**src/rtl/pattern_scan_ctrl.sv**
```systemverilog
// pattern_scan_ctrl: serializes handshaked words MSB-first into a runtime-programmed bit-pattern detector.
// Define PATTERN_OVERLAP_EN for overlapping detection; the default build detects non-overlapping matches.
module pattern_scan_ctrl #(
  parameter int W    = 8,
  parameter int PMAX = 8,
  parameter int CW   = 16,
  parameter int LW   = $clog2(PMAX + 1)
) (
  input  logic            clk,
  input  logic            reset,
  input  logic            cfg_we,
  input  logic [PMAX-1:0] cfg_pattern,
  input  logic [LW-1:0]   cfg_len,
  input  logic            start,
  input  logic [7:0]      cfg_words,
  input  logic            in_valid,
  input  logic [W-1:0]    in_data,
  output logic            in_ready,
  output logic            z,
  output logic [CW-1:0]   match_cnt,
  output logic            busy,
  output logic            done,
  output logic [2:0]      state
);

  typedef enum logic [2:0] {
    S_IDLE  = 3'd0,
    S_LOAD  = 3'd1,
    S_SHIFT = 3'd2,
    S_DONE  = 3'd3
  } state_t;

  localparam int SW = (W > 1) ? $clog2(W) : 1;

  state_t          r_state;
  state_t          w_next;
  logic [PMAX-1:0] r_cfgPattern;
  logic [LW-1:0]   r_cfgLen;
  logic [PMAX-1:0] r_actPattern;
  logic [LW-1:0]   r_actLen;
  logic [PMAX-1:0] r_hist;
  logic [LW-1:0]   r_bitCnt;
  logic [7:0]      r_wordCnt;
  logic [W-1:0]    r_shReg;
  logic [SW-1:0]   r_shCnt;
  logic            r_z;
  logic [CW-1:0]   r_matchCnt;

  logic            w_start;
  logic            w_cfgLoad;
  logic            w_handshake;
  logic            w_shift;
  logic            w_lastBit;
  logic            w_bit;
  logic [PMAX-1:0] w_window;
  logic [LW-1:0]   w_bitCntNext;
  logic [PMAX:0]   w_maskWide;
  logic [PMAX-1:0] w_mask;
  logic [LW-1:0]   w_cfgLenClamped;
  logic            w_match;

  assign w_start         = (r_state == S_IDLE) && start;
  assign w_cfgLoad       = (r_state == S_IDLE) && cfg_we;
  assign w_handshake     = (r_state == S_LOAD) && in_valid;
  assign w_shift         = (r_state == S_SHIFT);
  assign w_lastBit       = w_shift && (r_shCnt == SW'(W - 1));
  assign w_bit           = r_shReg[W-1];
  assign w_window        = {r_hist[PMAX-2:0], w_bit};
  assign w_bitCntNext    = (r_bitCnt >= LW'(PMAX)) ? LW'(PMAX) : r_bitCnt + 1'b1;
  assign w_cfgLenClamped = (cfg_len > LW'(PMAX)) ? LW'(PMAX) : cfg_len;

  // Mask of the low len bits; the extra top bit lets len==PMAX produce all ones.
  assign w_maskWide = ((PMAX+1)'(1) << r_actLen) - (PMAX+1)'(1);
  assign w_mask     = w_maskWide[PMAX-1:0];

  assign w_match = w_shift && (r_actLen != '0) && (w_bitCntNext >= r_actLen) &&
                   (((w_window ^ r_actPattern) & w_mask) == '0);

  always_ff @(posedge clk) begin
    if (reset) begin
      r_state <= S_IDLE;
    end else begin
      r_state <= w_next;
    end
  end

  always_comb begin
    w_next   = r_state;
    in_ready = 1'b0;
    busy     = 1'b1;
    done     = 1'b0;
    case (r_state)
      S_IDLE: begin
        busy = 1'b0;
        if (start) begin
          w_next = (cfg_words == 8'd0) ? S_DONE : S_LOAD;
        end
      end
      S_LOAD: begin
        in_ready = 1'b1;
        if (in_valid) begin
          w_next = S_SHIFT;
        end
      end
      S_SHIFT: begin
        if (w_lastBit) begin
          w_next = (r_wordCnt > 8'd1) ? S_LOAD : S_DONE;
        end
      end
      S_DONE: begin
        done   = 1'b1;
        w_next = S_IDLE;
      end
      default: begin
        w_next = S_IDLE;
      end
    endcase
  end

  // The scan runs on a copy of the configuration taken at start, so a same-cycle
  // cfg_we only affects the following scan.
  always_ff @(posedge clk) begin
    if (reset) begin
      r_cfgPattern <= '0;
      r_cfgLen     <= '0;
      r_actPattern <= '0;
      r_actLen     <= '0;
      r_hist       <= '0;
      r_bitCnt     <= '0;
      r_wordCnt    <= '0;
      r_shReg      <= '0;
      r_shCnt      <= '0;
      r_z          <= 1'b0;
      r_matchCnt   <= '0;
    end else begin
      r_z <= 1'b0;
      if (w_cfgLoad) begin
        r_cfgPattern <= cfg_pattern;
        r_cfgLen     <= w_cfgLenClamped;
      end
      if (w_start) begin
        r_actPattern <= r_cfgPattern;
        r_actLen     <= r_cfgLen;
        r_matchCnt   <= '0;
        r_hist       <= '0;
        r_bitCnt     <= '0;
        r_wordCnt    <= cfg_words;
      end
      if (w_handshake) begin
        r_shReg <= in_data;
        r_shCnt <= '0;
      end
      if (w_shift) begin
        r_shReg <= r_shReg << 1;
        r_shCnt <= r_shCnt + 1'b1;
        if (w_lastBit) begin
          r_wordCnt <= r_wordCnt - 1'b1;
        end
        if (w_match) begin
          r_z <= 1'b1;
          if (r_matchCnt != '1) begin
            r_matchCnt <= r_matchCnt + 1'b1;
          end
`ifdef PATTERN_OVERLAP_EN
          r_hist   <= w_window;
          r_bitCnt <= w_bitCntNext;
`else
          r_hist   <= '0;
          r_bitCnt <= '0;
`endif
        end else begin
          r_hist   <= w_window;
          r_bitCnt <= w_bitCntNext;
        end
      end
    end
  end

  assign z         = r_z;
  assign match_cnt = r_matchCnt;
  assign state     = r_state;

endmodule
```
**config.mk**
```make
export PLATFORM = sky130hd
export DESIGN_NAME = pattern_scan_ctrl
export DESIGN_NICKNAME = d
export VERILOG_FILES = /design/src/rtl/pattern_scan_ctrl.sv
export SDC_FILE = /design/constraint.sdc
export NUM_CORES = 1
export LEC_CHECK = 0
export CORE_MARGIN = 2
export CORE_UTILIZATION = 56
export CTS_BUF_LIST = sky130_fd_sc_hd__clkbuf_8
export CTS_CLUSTER_SIZE = 25
export DETAILED_ROUTE_END_ITERATION = 10
export PLACE_DENSITY_LB_ADDON = 0.05
export RECOVER_POWER = 25
export SLEW_MARGIN = 20
export SYNTH_ARGS = -nofsm -noshare
export SYNTH_HDL_FRONTEND = slang
export SYNTH_SLANG_ARGS = --single-unit
```
**constraint.sdc**
```tcl
create_clock -name clk -period 2.72 [get_ports clk]
set_input_delay 0.68 -clock clk [delete_from_list [all_inputs] [get_ports clk]]
set_output_delay 0.68 -clock clk [all_outputs]
set_load 0.03 [all_outputs]
```
==> results of run 1 <==
-- kinds of logic (layout without fill, tap and decap cells) --
family,Yosys count,after routing,synth area share
AOI/OAI and AO/OA,123,123,0.231
xor gates and xnor gates,11,11,0.0260
adders and majority gates,12,12,0.0406
buffers and inverters,39,92,0.0547
DFF,73,73,0.395
muxes,2,2,0.00541
other,1,1,0.00101
and+or+nand+nor,188,188,0.246
-- flip-flops by register name, summed over array words and instances, names as in the netlist, 3 cells and up --
| signal | count |
|---|---|
| match_cnt | 16 |
| r_actLen | 4 |
| r_actPattern | 8 |
| r_bitCnt | 4 |
| r_cfgLen | 4 |
| r_cfgPattern | 8 |
| r_hist | 7 |
| r_shCnt | 3 |
| r_shReg | 8 |
| r_wordCnt | 8 |
-- worst max-delay path by stage --
stage               slack (ns)  cells after the start             to
global route              0.02                     10   match_cnt[4]
global placement          0.25                      9  match_cnt[13]
CTS                       0.15                      9  match_cnt[13]
detailed placement        0.16                      9  match_cnt[13]
finish                    0.24                      3           busy
floorplan                 0.34                     10  match_cnt[11]
-- synthesized netlist by cell type (2+ instances only) --
master	n	share of area
xor2_1	5	0.012
and2_1	7	0.012
nor4_2	3	0.010
nor4_1	7	0.012
ha_1	12	0.041
buf_4	3	0.0061
nor4bb_1	3	0.0081
nor4b_1	2	0.0047
nand2b_1	4	0.0068
a2bb2oi_1	3	0.0071
or3_1	6	0.010
a32oi_1	10	0.024
mux2i_1	2	0.0054
a31oi_1	2	0.0034
a31o_2	3	0.0071
xnor2_1	6	0.014
o21ai_0	9	0.012
a21o_1	4	0.0081
nand3b_1	3	0.0061
o211ai_1	6	0.012
clkbuf_1	16	0.016
nor3_1	8	0.011
a311o_1	5	0.014
nand4_1	3	0.0051
nand2_1	74	0.075
buf_2	4	0.0054
inv_1	10	0.010
nor2_1	42	0.043
nor2b_1	4	0.0068
and3_1	3	0.0051
a221oi_1	5	0.012
a22oi_1	9	0.018
buf_6	5	0.015
a21oi_2	4	0.0095
a21oi_1	51	0.069
nand3_1	14	0.019
dfxtp_1	73	0.39
-- where the power goes --
part           leakage [uW]  internal [uW]  total (uW)  switching [uW]
clock network      0.000104            433         886             453
registers          0.000593           1110        1150            37.6
logic              0.000894            153         369             217
-- timing repair --
action,in CTS,in global routing
gates resized for setup,0,4
hold buffers,0,0
setup endpoints to repair,0,24
-- placed cells by master, fill, tap and decap left out, types with 4 or more instances in the layout --
cell / synthesis / final
or3_1: 6 / 6
dfxtp_1: 73 / 71
clkdlybuf4s50_1: 0 / 50
nand2b_1: 4 / 4
buf_4: 3 / 8
a21o_1: 4 / 4
nor3_1: 8 / 8
inv_1: 10 / 10
ha_1: 12 / 12
xor2_1: 5 / 5
nand3_1: 14 / 14
o211ai_1: 6 / 6
a21oi_1: 51 / 51
clkbuf_8: 0 / 9
nand2_1: 74 / 74
a22oi_1: 9 / 9
a221oi_1: 5 / 5
a311o_1: 5 / 5
xnor2_1: 6 / 6
nor4_1: 7 / 7
o21ai_0: 9 / 9
nor2_1: 42 / 42
and2_1: 7 / 5
a32oi_1: 10 / 10
-- metrics by stage --
step | std cells | setup WS, ns | area, um^2
floorplan | 449 | 0.342 | 3700
global placement | 563 | 0.247 | 4270
detailed placement | 563 | 0.160 | 4270
CTS | 579 | 0.150 | 4480
global route | 579 | 0.0172 | 4480
finish | 579 | 0.243 | 4480
-- cell type report --
| cell class | instances | share of cell area |
|---|---|---|
| tap | 77 | 0.0215 |
| multi-input combinational | 337 | 0.457 |
| clock buffer | 9 | 0.0277 |
| timing repair buffer | 65 | 0.139 |
| sequential | 73 | 0.327 |
| clock inverter | 7 | 0.0176 |
| inverter | 11 | 0.00978 |
-- worst min-delay path: stages (launching register included) --
cell     delay [ns]
dfxtp_1        0.32
nand2_1        0.05
a21oi_1        0.05
-- routing by layer --
| layer | part of all wire | global-route usage | vias up |
|---|---|---|---|
| li1 | - | - | 1717 |
| met2 | 0.46 | 0.362 | 106 |
| met4 | 0.014 | 0.101 | 0 |
| met5 | 0 | 0 | - |
| met3 | 0.053 | 0.0516 | 10 |
| met1 | 0.48 | 0.313 | 1595 |
==> impl_metrics.toml, run 1 <==
[logic_synthesis]
ys_ff_latch = 73
synthArstFlopShare = 0
syn_nets = 494
ys_types = 56
ys.warnings.count = 0
synth.avg_cell_area_um2 = 8.25
ys_seq_area_frac = 0.395
synth.cell_area_um2 = 3700
synth_cells = 449
synth-main-ff-cell = "dfxtp_1"
synth_edf_count = 0

[cts]
insertion_delay_ns = 0.35
cts_setup_buffers = 0
cts_root_buffer = "clkbuf_8"
htreeDepth = 3
cts_sinks = 73
cts-buffers-inserted = 9
clockBufferDepth = 2
clk_pin_slew_ns = 0.08
tritoncts = "built"

[placed_design]
place.gp.congestion = 0.852
port_buffers = 54
hpwl_mm = 5.77

[timing]
fin_tns_setup_ns = 0
holdWs_ns = 0.457
slew_headroom = 0.611
setup_viol = 0
slew_violations = 0
period_share = 0.911
finalHoldViolations = 0
worstMarginPinSlew_ns = 0.582
fin_crit_ns = 2.48
fmax_mhz = 404
finClkSkew_ns = 0.00947
rsz0062_at_grt = "false"

[finish]
ff_latch_area_um2 = 1460
final_util = 0.701
final_layout_size_suffix_gt1_frac = 0.0936
antenna_cells = 0
finish.net_count = 542
fillers = 553
multiInputGateArea_um2 = 2050
area_growth_pct = 21.0

[power]
ir_drop_v = 0.000362
leakagePower_uw = 0.00159
power_uw = 2400
power.density_nw_per_um2 = 536

[global_route]
grt_pass1_vias = 3032
grt_usage = 0.233
grt_overflow = 0
grt_pass1_wl_mm = 13.8
antenna_found_initial = 0
grt_start_max_net_pins = 78

[route]
drt_iter0_drc = 215
drc = 0
totalWireLength_mm = 8.31
ant_nets = 0
wl_per_cell_um = 14.4
viasPerCell = 5.92
dr.pass1.iters = 4
vias = 3428

[setup_path]
cpLargestDelayFamily = "buffers and inverters"
cp-start-kind = "register"
cpPeakStageDelay_ns = 0.66
reg2reg_to = "match_cnt[11]"
crit_start = "state[1]"
critPathSlowestCell = "clkdlybuf4s50_1"
required_ns = 2.04
endpoint_kind = "primary output"
cp_max_fo = 10
r2r-start = "r_actLen[0]"
path_cells = "nor2_1, inv_1, clkdlybuf4s50_1"
critPathArrivalTime_ns = 1.80
path_class = "reg2out"
reg2reg_setup_slack_ns = 0.26
cp_num_buf_inv = 2
worstRegToRegCells = 10

[floorplan]
start_util = 0.580
fp.coreArea_um2 = 6390
row_count = 29
ios = 56
die_height_um = 85.3
die_w_um = 85.3
dieArea_um2 = 7280

[status]
status = "finished clean"

[min_path]
hp-start = "r_shReg[3]"
holdPathStages = 2
min_to = "r_shReg[3]"
hold_class = "reg2reg"

[flow_run]
maxCapViolCount = 0
Note: power is estimated with default switching activity, not from simulation.
==> run 2, diff against run 1 <==
--- a/config.mk
+++ b/config.mk
@@ -6,8 +6,9 @@
 export NUM_CORES = 1
 export LEC_CHECK = 0
 export CORE_MARGIN = 2
-export CORE_UTILIZATION = 56
+export CORE_UTILIZATION = 25
 export CTS_BUF_LIST = sky130_fd_sc_hd__clkbuf_8
+export CTS_CLUSTER_DIAMETER = 30
 export CTS_CLUSTER_SIZE = 25
 export DETAILED_ROUTE_END_ITERATION = 10
 export PLACE_DENSITY_LB_ADDON = 0.05
==> run 2 against run 1 <==
Sequential power about the same. Clock skew decreased by 0.0027 ns. Non-clock buffer count increased by 1.
==> impl_metrics.toml, run 2 (synthesized netlist as in run 1, its figures left out) <==
[timing]
fin_tns_setup_ns = 0
fin_crit_ns = 2.55
fmax_mhz = 392
finClkSkew_ns = 0.00681
period_share = 0.937
rsz0062_at_grt = "false"
slew_violations = 0
slew_headroom = 0.474
postLayoutSetupSlackWorst_ns = 0.170
setup_viol = 0
worstMarginPinSlew_ns = 0.788
finalHoldViolations = 0

[setup_path]
worstRegToRegCells = 9
cp_max_fo = 10
reg2reg_setup_slack_ns = 0.28
required_ns = 2.04
r2r-start = "r_actLen[2]"
path_class = "reg2out"
cpPeakStageDelay_ns = 0.67
endpoint_kind = "primary output"
reg2reg_to = "match_cnt[9]"
cp-start-kind = "register"
critPathArrivalTime_ns = 1.87
critPathSlowestCell = "clkdlybuf4s50_1"
path_cells = "nor2_1, inv_1, clkdlybuf4s50_1"

[route]
viasPerCell = 4.94
wl_per_cell_um = 14.7
vias = 3397
totalWireLength_mm = 10.1
dr.pass1.iters = 5
drt_iter0_drc = 169
drc = 0
ant_nets = 0

[floorplan]
row_count = 44
ios = 56
dieArea_um2 = 15800
die_height_um = 126
start_util = 0.256
die_w_um = 126
fp.coreArea_um2 = 14500

[cts]
cts_root_buffer = "clkbuf_8"
clockBufferDepth = 2
cts_sinks = 73
tritoncts = "built"
holdBufCountCts = 0
cts-buffers-inserted = 9
htreeDepth = 3
insertion_delay_ns = 0.36
ctsResizeCount = 0
clk_pin_slew_ns = 0.08
cts_setup_buffers = 0

[min_path]
hold_class = "reg2reg"
hp-start = "r_cfgPattern[1]"
holdPathStages = 2
min_to = "r_cfgPattern[1]"

[finish]
fillers = 1545
mostFrequentLayoutCell = "nand2_1"
final_layout_size_suffix_gt1_frac = 0.0934
area_growth_pct = 26.0
final_cell_mix = "74 x nand2_1, 72 x dfxtp_1, 51 x a21oi_1, 51 x clkdlybuf4s50_1, 42 x nor2_1"
final_util = 0.322
largest_reg_flops = 16
finish.net_count = 543
antenna_cells = 0

[power]
ir_drop_v = 0.000266
leakagePower_uw = 0.00161
power.density_nw_per_um2 = 555
power_uw = 2590

[placed_design]
hpwl_mm = 6.96
dp_slack_ns = 0.0937
port_buffers = 54
place.gp.congestion = 0.770

[global_route]
grt_pass1_wl_mm = 16.6
grt_pass1_vias = 3302
grt_overflow = 0
antenna_found_initial = 0
grt_start_max_net_pins = 78
grt_usage = 0.131

[status]
status = "finished clean"

[flow_run]
maxCapViolCount = 0
run 2: changes by cell type in the layout (fill, tap and decap cells not counted):
cell,delta
clkdlybuf4s50_1,+1
dfxtp_2,-1
inv_6,-1
buf_4,+1
clkinv_4,-2
inv_1,+1
bufinv_16,+2
nor4b_2,+1
nor4b_1,-1
clkinv_2,-1
dfxtp_1,+1
dlygate4sd3_1,-1
clkinvlp_4,+1
run 2: cell type report:
| type | instances | area, um^2 | share of cell area |
|---|---|---|---|
| inverter | 11 | 43.8 | 0.00939 |
| clock inverter | 7 | 119 | 0.0255 |
| sequential | 73 | 1460 | 0.314 |
| clock buffer | 9 | 124 | 0.0266 |
| tap | 184 | 230 | 0.0494 |
| multi-input combinational | 337 | 2050 | 0.440 |
| timing repair buffer | 66 | 631 | 0.135 |
run 2: critical path: cells and delay by family (launching register included):
kind | cells | cell delay (ns)
buf+inv | 2 | 0.75
flops | 1 | 0.58
simple gates | 1 | 0.18
run 2: metrics by stage:
stage               instance area, um^2  hold WS, ns  std cells
global route                       4660        0.484        687
detailed placement                 4410        0.448        671
floorplan                          3700        0.432        449
global placement                   4410        0.445        671
finish                             4660        0.458        687
CTS                                4660        0.462        687
run 2: per-layer routing:
| layer | GRT usage | up-vias | routed length, um |
|---|---|---|---|
| li1 | - | 1715 | - |
| met1 | 0.177 | 1600 | 5020 |
| met2 | 0.203 | 66 | 4430 |
| met3 | 0.0280 | 16 | 412 |
| met4 | 0.0556 | 0 | 197 |
| met5 | 0 | - | 0 |
run 2: power breakdown:
part / internal, uW / switching (uW)
Clock: 611 / 452
Sequential: 1110 / 37.7
Combinational: 151 / 230
Total: 1870 / 720
run 2: worst max path at each step:
stage                 from             to  slack (ns)  cells past startpoint
6_report          state[1]           busy        0.17                      3
4_1_cts        r_actLen[1]  match_cnt[10]        0.07                     10
3_3_place_gp   r_bitCnt[0]  match_cnt[15]        0.19                     10
2_1_floorplan  r_actLen[3]  match_cnt[11]        0.34                     10
5_1_grt           state[1]           busy        0.05                      3
3_5_place_dp   r_actLen[1]  match_cnt[10]        0.09                     10
==> run 3, diff against run 2 <==
--- a/config.mk
+++ b/config.mk
@@ -5,12 +5,14 @@
 export SDC_FILE = /design/constraint.sdc
 export NUM_CORES = 1
 export LEC_CHECK = 0
+export ABC_CLOCK_PERIOD_IN_PS = 2720
 export CORE_MARGIN = 2
 export CORE_UTILIZATION = 25
 export CTS_BUF_LIST = sky130_fd_sc_hd__clkbuf_8
-export CTS_CLUSTER_DIAMETER = 30
+export CTS_CLUSTER_DIAMETER = 150
 export CTS_CLUSTER_SIZE = 25
 export DETAILED_ROUTE_END_ITERATION = 10
+export GPL_TIMING_DRIVEN = 0
 export PLACE_DENSITY_LB_ADDON = 0.05
 export RECOVER_POWER = 25
 export SLEW_MARGIN = 20
==> run 3 against run 2 <==
Highest routed layer unchanged. Non-clock buffer count grew 18. Total power is 1.1% lower. Design area increased by 1.2%. Register-to-register slack got worse by 0.08 ns. Core utilization increased by 0.40 points.
==> impl_metrics.toml, run 3 (synthesized netlist as in run 1, its figures left out) <==
[status]
status = "finished clean"

[min_path]
hold_class = "reg2reg"
min_to = "r_actLen[0]"
hp-start = "r_cfgLen[0]"
holdPathStages = 2

[route]
drc = 0
drt_iter0_drc = 148
dr.pass1.iters = 4
wl_per_cell_um = 15.3
totalWireLength_mm = 10.8
vias = 3415
viasPerCell = 4.84
ant_nets = 0

[floorplan]
die_height_um = 126
ios = 56
dieArea_um2 = 15800
row_count = 44
fp.coreArea_um2 = 14500
start_util = 0.256
die_w_um = 126

[cts]
cts_sinks = 73
clockBufferDepth = 2
insertion_delay_ns = 0.37
cts_root_buffer = "clkbuf_8"
tritoncts = "built"
cts-buffers-inserted = 9
holdBufCountCts = 0
htreeDepth = 3
clk_pin_slew_ns = 0.09

[setup_path]
cp-start-kind = "register"
endpoint_kind = "register"
reg2reg_to = "r_hist[6]"
path_class = "reg2reg"
cp_max_fo = 10
r2r-start = "r_bitCnt[1]"
reg2reg_setup_slack_ns = 0.20
worstRegToRegCells = 12
required_ns = 2.96
critPathArrivalTime_ns = 2.75

[power]
switching_share = 0.292
comb_power_share = 0.159
intPower_uw = 1810
seqPwrFrac = 0.446
p_switching_uw = 748
leakagePower_uw = 0.00165
power.density_nw_per_um2 = 542
clock_power_share = 0.395
ir_drop_v = 0.000177

[finish]
mostFrequentLayoutCell = "nand2_1"
area_growth_pct = 27.5
largest_reg_flops = 16
stdcell_count = 705
antenna_cells = 0
final_cell_mix = "74 x nand2_1, 71 x dfxtp_1, 51 x a21oi_1"
finish.net_count = 561
fillers = 1562
final_layout_size_suffix_gt1_frac = 0.0960

[timing]
rsz0062_at_grt = "false"
period_share = 0.926
holdWs_ns = 0.457
setup_viol = 0
slew_violations = 0
worstMarginPinSlew_ns = 0.686
slew_headroom = 0.543
fin_crit_ns = 2.52
fmax_mhz = 397
finClkSkew_ns = 0.0115
finalHoldViolations = 0

[flow_run]
maxCapViolCount = 0

[global_route]
grt_overflow = 0
grt_pass1_wl_mm = 17.2
antenna_found_initial = 0
grt_usage = 0.139
grt_pass1_vias = 3210
grt_start_max_net_pins = 14

[placed_design]
hpwl_mm = 7.77
place.gp.congestion = 0.796
port_buffers = 54
placed_cells = 687
==> run 3: changes by cell type in the layout (fill, tap and decap cells not counted), sizes merged <==
cell and change:
bufinv -1, inv -1, clkdlybuf4s50 -3, clkinv +1, clkbuf +16, buf +2, dlygate4sd3 +4
==> run 3: per-stage QoR <==
| stage | total power, uW | setup slack, ns | TNS, ns | util | instance area, um^2 |
|---|---|---|---|---|---|
| after floorplan | 1410 | 0.342 | 0 | - | 3700 |
| after global placement | 1570 | 0.00413 | 0 | 0.309 | 4470 |
| after global routing | 2690 | 0.0274 | 0 | 0.326 | 4720 |
| final | 2560 | 0.202 | 0 | 0.326 | 4720 |
| after CTS | 2590 | 0.0607 | 0 | 0.326 | 4720 |
| after detailed placement | 1580 | -0.0558 | -0.110 | 0.309 | 4470 |
==> run 3: power by group through the flow <==
stage          Sequential, uW  Clock (uW)  Combinational [uW]
2_1_floorplan            1160           0                 250
3_3_place_gp             1160           0                 409
3_5_place_dp             1170           0                 412
4_1_cts                  1140        1040                 415
5_1_grt                  1150        1080                 456
6_report                 1140        1010                 407
==> run 3: how the worst max path moves through the flow <==
stage,startpoint,to,slack (ns),cells after the start
after floorplan,r_actLen[3],match_cnt[11],0.34,10
after global placement,r_actLen[3],match_cnt[13],0.004,10
after detailed placement,r_actLen[3],match_cnt[11],-0.06,10
after CTS,r_actLen[3],r_hist[2],0.06,13
after global routing,r_actLen[2],r_hist[6],0.03,13
final,r_bitCnt[1],r_hist[6],0.20,12
==> run 3: metal layers <==
layer  routed length (um)  part of all wire  global-route usage
met2                 4710              0.44               0.212
met4                  156             0.014              0.0497
met5                    0                 0                   0
met1                 5530              0.51               0.192
met3                  403             0.037              0.0336
==> run 3: worst max-delay path, cell delays in order (launching register included) <==
cell and delay, ns:
dfxtp_1 0.40, inv_1 0.06, ha_1 0.27, nor2b_1 0.15, ha_1 0.28, o21ai_0 0.08, a21oi_1 0.16, o221a_1 0.24
buf_6 0.17, nand2_1 0.12, buf_4 0.20, a32oi_1 0.20, nor2_1 0.06
==> run 3: cell type report <==
cell class	instances	area (um^2)	share of cell area
Multi-Input combinational cell	337	2040	0.433
Sequential cell	73	1460	0.310
Timing Repair Buffer	56	556	0.118
Tap cell	184	230	0.0488
Buffer	28	158	0.0334
Clock buffer	10	138	0.0291
Clock inverter	6	90.1	0.0191
Inverter	11	43.8	0.00927
==> run 3: what timing repair did <==
action / in CTS / in global routing
buffers inserted: 2 / 0
gates resized for setup: 0 / 4
endpoints found under the setup margin: 2 / 23
cloned: 0 / 0
pin swaps: 1 / 0
